<file path="src/rtl/iq_index_recycler.sv">
// Free-index list for an issue queue: a circular FIFO of entry indices that is
// self-initialised after reset, popped by dispatch and refilled by issue/flush.
module iq_index_recycler #(
    parameter int ENTRY_NUM     = 16,
    parameter int ALLOC_WIDTH   = 2,
    parameter int RELEASE_WIDTH = 2,
    parameter int RETURN_WIDTH  = 2
) (
    input  logic                                          clk,
    input  logic                                          rst_n,
    input  logic [ALLOC_WIDTH-1:0]                        allocReq,
    output logic                                          allocGrant,
    output logic [ALLOC_WIDTH*$clog2(ENTRY_NUM)-1:0]      allocPtr,
    input  logic [RELEASE_WIDTH-1:0]                      releaseValid,
    input  logic [RELEASE_WIDTH*$clog2(ENTRY_NUM)-1:0]    releasePtr,
    input  logic [RETURN_WIDTH-1:0]                       returnValid,
    input  logic [RETURN_WIDTH*$clog2(ENTRY_NUM)-1:0]     returnPtr,
    output logic [$clog2(ENTRY_NUM):0]                    freeCount,
    output logic                                          initBusy,
    output logic                                          overflowErr
);

    localparam int IDX_W  = $clog2(ENTRY_NUM);
    localparam int CNT_W  = IDX_W + 1;
    localparam int FREE_W = RELEASE_WIDTH + RETURN_WIDTH;
    localparam int SUM_W  = $clog2(ENTRY_NUM + FREE_W + ALLOC_WIDTH + 1) + 1;

    typedef enum logic {
        ST_INIT = 1'b0,
        ST_RUN  = 1'b1
    } state_e;

    state_e           state_q, state_d;
    logic [IDX_W-1:0] head_q, head_d;
    logic [IDX_W-1:0] tail_q, tail_d;
    logic [CNT_W-1:0] count_q, count_d;
    logic [SUM_W-1:0] init_k_q, init_k_d;
    logic             err_q, err_d;
    logic [IDX_W-1:0] slot_q [ENTRY_NUM];

    logic [SUM_W-1:0] req_cnt, free_cnt, granted, next_sum;
    logic [FREE_W-1:0] free_vld;
    logic [IDX_W-1:0] free_ptr [FREE_W];
    logic [IDX_W-1:0] free_idx [FREE_W];
    logic [FREE_W-1:0] init_we;
    logic [IDX_W-1:0] init_idx [FREE_W];
    logic             run, grant, overflow, do_free;

    // Frees are packed release lanes first, then return lanes, each ascending.
    always_comb begin
        free_vld = {returnValid, releaseValid};
        for (int l = 0; l < FREE_W; l++) begin
            free_ptr[l] = '0;
        end
        for (int l = 0; l < RELEASE_WIDTH; l++) begin
            free_ptr[l] = releasePtr[l*IDX_W +: IDX_W];
        end
        for (int l = 0; l < RETURN_WIDTH; l++) begin
            free_ptr[RELEASE_WIDTH+l] = returnPtr[l*IDX_W +: IDX_W];
        end
        free_cnt = '0;
        for (int l = 0; l < FREE_W; l++) begin
            free_idx[l] = tail_q + free_cnt[IDX_W-1:0];
            free_cnt    = free_cnt + SUM_W'(free_vld[l]);
        end
    end

    always_comb begin
        for (int j = 0; j < FREE_W; j++) begin
            init_idx[j] = init_k_q[IDX_W-1:0] + IDX_W'(j);
            init_we[j]  = (init_k_q + SUM_W'(j)) < SUM_W'(ENTRY_NUM);
        end
    end

    always_comb begin
        req_cnt = '0;
        for (int i = 0; i < ALLOC_WIDTH; i++) begin
            req_cnt = req_cnt + SUM_W'(allocReq[i]);
        end
    end

    // Grant looks only at the registered count, so same-cycle frees never feed allocation.
    assign run      = (state_q == ST_RUN);
    assign grant    = run && (req_cnt <= SUM_W'(count_q));
    assign granted  = grant ? req_cnt : '0;
    assign next_sum = SUM_W'(count_q) - granted + free_cnt;
    assign overflow = run && (next_sum > SUM_W'(ENTRY_NUM));
    assign do_free  = run && !overflow;

    always_comb begin
        state_d  = state_q;
        head_d   = head_q;
        tail_d   = tail_q;
        count_d  = count_q;
        init_k_d = init_k_q;
        err_d    = err_q;
        case (state_q)
            ST_INIT: begin
                init_k_d = init_k_q + SUM_W'(FREE_W);
                if ((init_k_q + SUM_W'(FREE_W)) >= SUM_W'(ENTRY_NUM)) begin
                    state_d  = ST_RUN;
                    count_d  = CNT_W'(ENTRY_NUM);
                    head_d   = '0;
                    tail_d   = '0;
                    init_k_d = '0;
                end
            end
            ST_RUN: begin
                if (grant) begin
                    head_d = head_q + req_cnt[IDX_W-1:0];
                end
                if (overflow) begin
                    err_d   = 1'b1;
                    count_d = count_q - granted[CNT_W-1:0];
                end else begin
                    tail_d  = tail_q + free_cnt[IDX_W-1:0];
                    count_d = next_sum[CNT_W-1:0];
                end
            end
            default: state_d = ST_INIT;
        endcase
    end

    always_ff @(posedge clk or negedge rst_n) begin
        if (!rst_n) begin
            state_q  <= ST_INIT;
            head_q   <= '0;
            tail_q   <= '0;
            count_q  <= '0;
            init_k_q <= '0;
            err_q    <= 1'b0;
        end else begin
            state_q  <= state_d;
            head_q   <= head_d;
            tail_q   <= tail_d;
            count_q  <= count_d;
            init_k_q <= init_k_d;
            err_q    <= err_d;
        end
    end

    // Slot storage carries no reset; INIT rewrites every slot before use.
    always_ff @(posedge clk) begin
        if (state_q == ST_INIT) begin
            for (int j = 0; j < FREE_W; j++) begin
                if (init_we[j]) slot_q[init_idx[j]] <= init_idx[j];
            end
        end else if (do_free) begin
            for (int l = 0; l < FREE_W; l++) begin
                if (free_vld[l]) slot_q[free_idx[l]] <= free_ptr[l];
            end
        end
    end

    always_comb begin
        allocPtr = '0;
        for (int i = 0; i < ALLOC_WIDTH; i++) begin
            allocPtr[i*IDX_W +: IDX_W] = slot_q[head_q + IDX_W'(i)];
        end
    end

    assign allocGrant  = grant;
    assign freeCount   = count_q;
    assign initBusy    = (state_q == ST_INIT);
    assign overflowErr = err_q;

endmodule

</file>
<file path="config.mk">
export PLATFORM = sky130hd
export DESIGN_NAME = iq_index_recycler
export DESIGN_NICKNAME = d
export VERILOG_FILES = /design/src/rtl/iq_index_recycler.sv
export SDC_FILE = /design/constraint.sdc
export NUM_CORES = 1
export LEC_CHECK = 0
export ABC_CLOCK_PERIOD_IN_PS = 13600
export CAP_MARGIN = 0
export CORE_ASPECT_RATIO = 0.75
export CORE_MARGIN = 1.5
export CORE_UTILIZATION = 40
export DETAILED_ROUTE_END_ITERATION = 8
export PLACE_DENSITY_LB_ADDON = 0.15
export SETUP_SLACK_MARGIN = 0.5
export SLEW_MARGIN = 40
export SYNTH_ARGS = -nofsm -noshare
export SYNTH_HDL_FRONTEND = slang
export SYNTH_SLANG_ARGS = --single-unit
</file>
<file path="constraint.sdc">
create_clock -name clk -period 13.6 [get_ports clk]
set_clock_uncertainty 0.2 [all_clocks]
set_input_delay 4.08 -clock clk [delete_from_list [all_inputs] [get_ports clk]]
set_output_delay 4.08 -clock clk [all_outputs]
set_load 0.03 [all_outputs]
</file>
==> results.tsv <==
metric	value	unit
fmax	91.6	MHz
dr.first_iter.drc_count	1261	
synth-async-reset-ratio	22.9	%
synth_edf_count	64	
hold_buffers	0	
grt_pass1_wl	46700	um
hold_viol_final	0	
endpoint_kind	primary output	
cts_root_buffer	clkbuf_16	
final_nets	947	
grt_pass1_vias	7045	
syn_to_final_growth	12.3	%
detailed_place_hpwl	23300	um
detail_route.wl_per_cell	27.5	um
placed_area	8810	um^2
tritoncts	done	
ys_seq_area_share	29.2	%
drive_above_1_share	13.0	%
clock_sinks	83	
grtUsageTotal	29.7	%
r2r-end	slot_q[13][3]	
whs_endpoint	overflowErr	
grt_setup_unrepaired	false	
design_area	9210	um^2
die_w	168	um
layout_common_cells	edfxtp_1, nor2_1, o21ai_0, nand2_1, nand3_1	
grt_remaining_overflow	0	
yosysWarnings	0	
fin_tns_setup	0	ns
reg2regPathDepth	14	
final-setup-viol-count	0	
syn-cell-area	8200	um^2
htreeDepth	3	
coreArea	20200	um^2
drt-pass1-iter-count	6	
gp_congestion	1.01	
crit_required	9.32	ns
period_share	80.2	%
cp.arrival	6.63	ns
rr_startpoint	run	
die_h	127	um
cts_made_buffers	9	
critPathMaxFanout	8	
clock_path_buffers	2	
grt_max_degree	44	
diodes	0	
synth_seq_cells	83	
io_pins	40	
postCtsSetupBuffers	0	
hp-class	reg -> reg	
hp-start	overflowErr	
status	finished, final reports clean	
max_cap_violations	0	
tightest_slew	0.964	ns
final_max_slew_viol_count	0	
insertion_delay	0.36	ns
whs_path_depth	1	
final_common_cell	edfxtp_1	
die-area	21400	um^2
antenna_found_initial	0	
startpoint_type	input port	
path_class	in -> out	
synthesis.nets	947	
synth_cells	883	
drc_errors	0	
max-slew-margin-rel	35.5	%
synth_area_per_cell	9.29	um^2
viasPerCell	6.94	
drtAntennaViolNets	0	
wirelength	31500	um
synth_ff_type	edfxtp_1	
initial_utilization	40.7	%
vias	7953	
synth_cell_types	74	
min_period	10.91	ns
reg2reg_slack	7.10	ns
rows	45	
clk_pin_slew_worst_paths	0.07	ns
io_buffer_count	39	
ctsResizeCount	0	
-- cell families after synthesis --
kind of cell	share of synthesized area (%)
simple gates	18.4
compound gates	25.3
buf+inv	4.20
flops	29.2
mux	13.8
fa+ha+maj	6.84
xor+xnor	2.24
-- cell usage after synthesis, types with 5 or more instances --
master     count  area share [%]
o22a_1         8            0.85
xnor2_1       12             1.3
and2_1        14             1.1
or3_1          8            0.61
o211ai_1      22             2.0
o211a_1        9             1.1
o22ai_1       22             1.7
buf_1          9            0.41
nand2b_1       6            0.46
dfrtp_1       19             5.8
buf_2         14            0.85
nor2_1        64             2.9
a211oi_1      24             2.2
o2111ai_1      5            0.53
nor3_1        20             1.2
o21a_1        11             1.0
a311oi_1       8            0.85
mux2_2        10             1.4
ha_1          32             4.9
clkbuf_1      41             1.9
xor2_1         9            0.96
a22o_1         5            0.53
a31oi_1       22             1.7
o21ai_0       63             3.8
mux2i_1       39             4.8
and3_1         8            0.61
and4_1         7            0.75
a31o_2         5            0.53
nor2b_1        6            0.46
nand2_1       62             2.8
a21oi_1       28             1.7
fa_1           8             2.0
nand4_1       15             1.1
mux4_2        28             7.7
inv_1         18            0.82
nand3_1       51             3.1
edfxtp_1      64              23
-- worst max path at each step --
stage	start	end	slack [ns]
after floorplan	allocReq[0]	allocGrant	3.68
after global placement	allocReq[0]	allocGrant	2.71
after detailed placement	allocReq[0]	allocGrant	2.68
after CTS	allocReq[0]	allocGrant	2.67
after global routing	allocReq[0]	allocGrant	2.49
final	allocReq[0]	allocGrant	2.69
-- stage by stage --
step                      worst slack, ns  hold WS (ns)  utilization [%]  std cells
final                                2.69         0.267             45.7       1146
after floorplan                      3.68         0.296                -        883
after global placement               2.71         0.244             43.5       1129
after detailed placement             2.68         0.249             43.7       1130
after global routing                 2.49         0.296             45.7       1146
after CTS                            2.67         0.264             45.5       1146
-- area by class of cell --
class | instances | area [um^2]
Tap cell | 258 | 323
Multi-Input combinational cell | 715 | 5550
Inverter | 19 | 71.3
Sequential cell | 83 | 2400
Clock inverter | 7 | 128
Fill cell | 1968 | 11000
Timing Repair Buffer | 55 | 509
Clock buffer | 9 | 225
-- worst max-delay path, stage by stage --
cell and delay, ns:
clkdlybuf4s50_1 0.43, ha_1 0.33, inv_1 0.07, ha_1 0.15, nor2_1 0.04, nor2_1 0.09
o22ai_1 0.08, a41oi_1 0.56, clkdlybuf4s50_1 0.79
-- metal layers --
metal  part of all wire (%)  vias to the layer above  track usage [%]
li1                       -                     3486                -
met3                     14                       84             8.02
met1                     45                     3813             46.4
met2                     38                      570             39.3
met5                      0                        -                0
met4                    2.9                        0             8.46
-- registers in the layout (all words and copies together), names as in the netlist --
signal,flops
overflowErr,1
freeCount,5
init_k_q,4
head_q,4
slot_q,64
run,1
tail_q,4
Power is left out: the tool's default activity adds up to more than one toggle a clock period on the data nets, which glitch-free logic cannot reach.
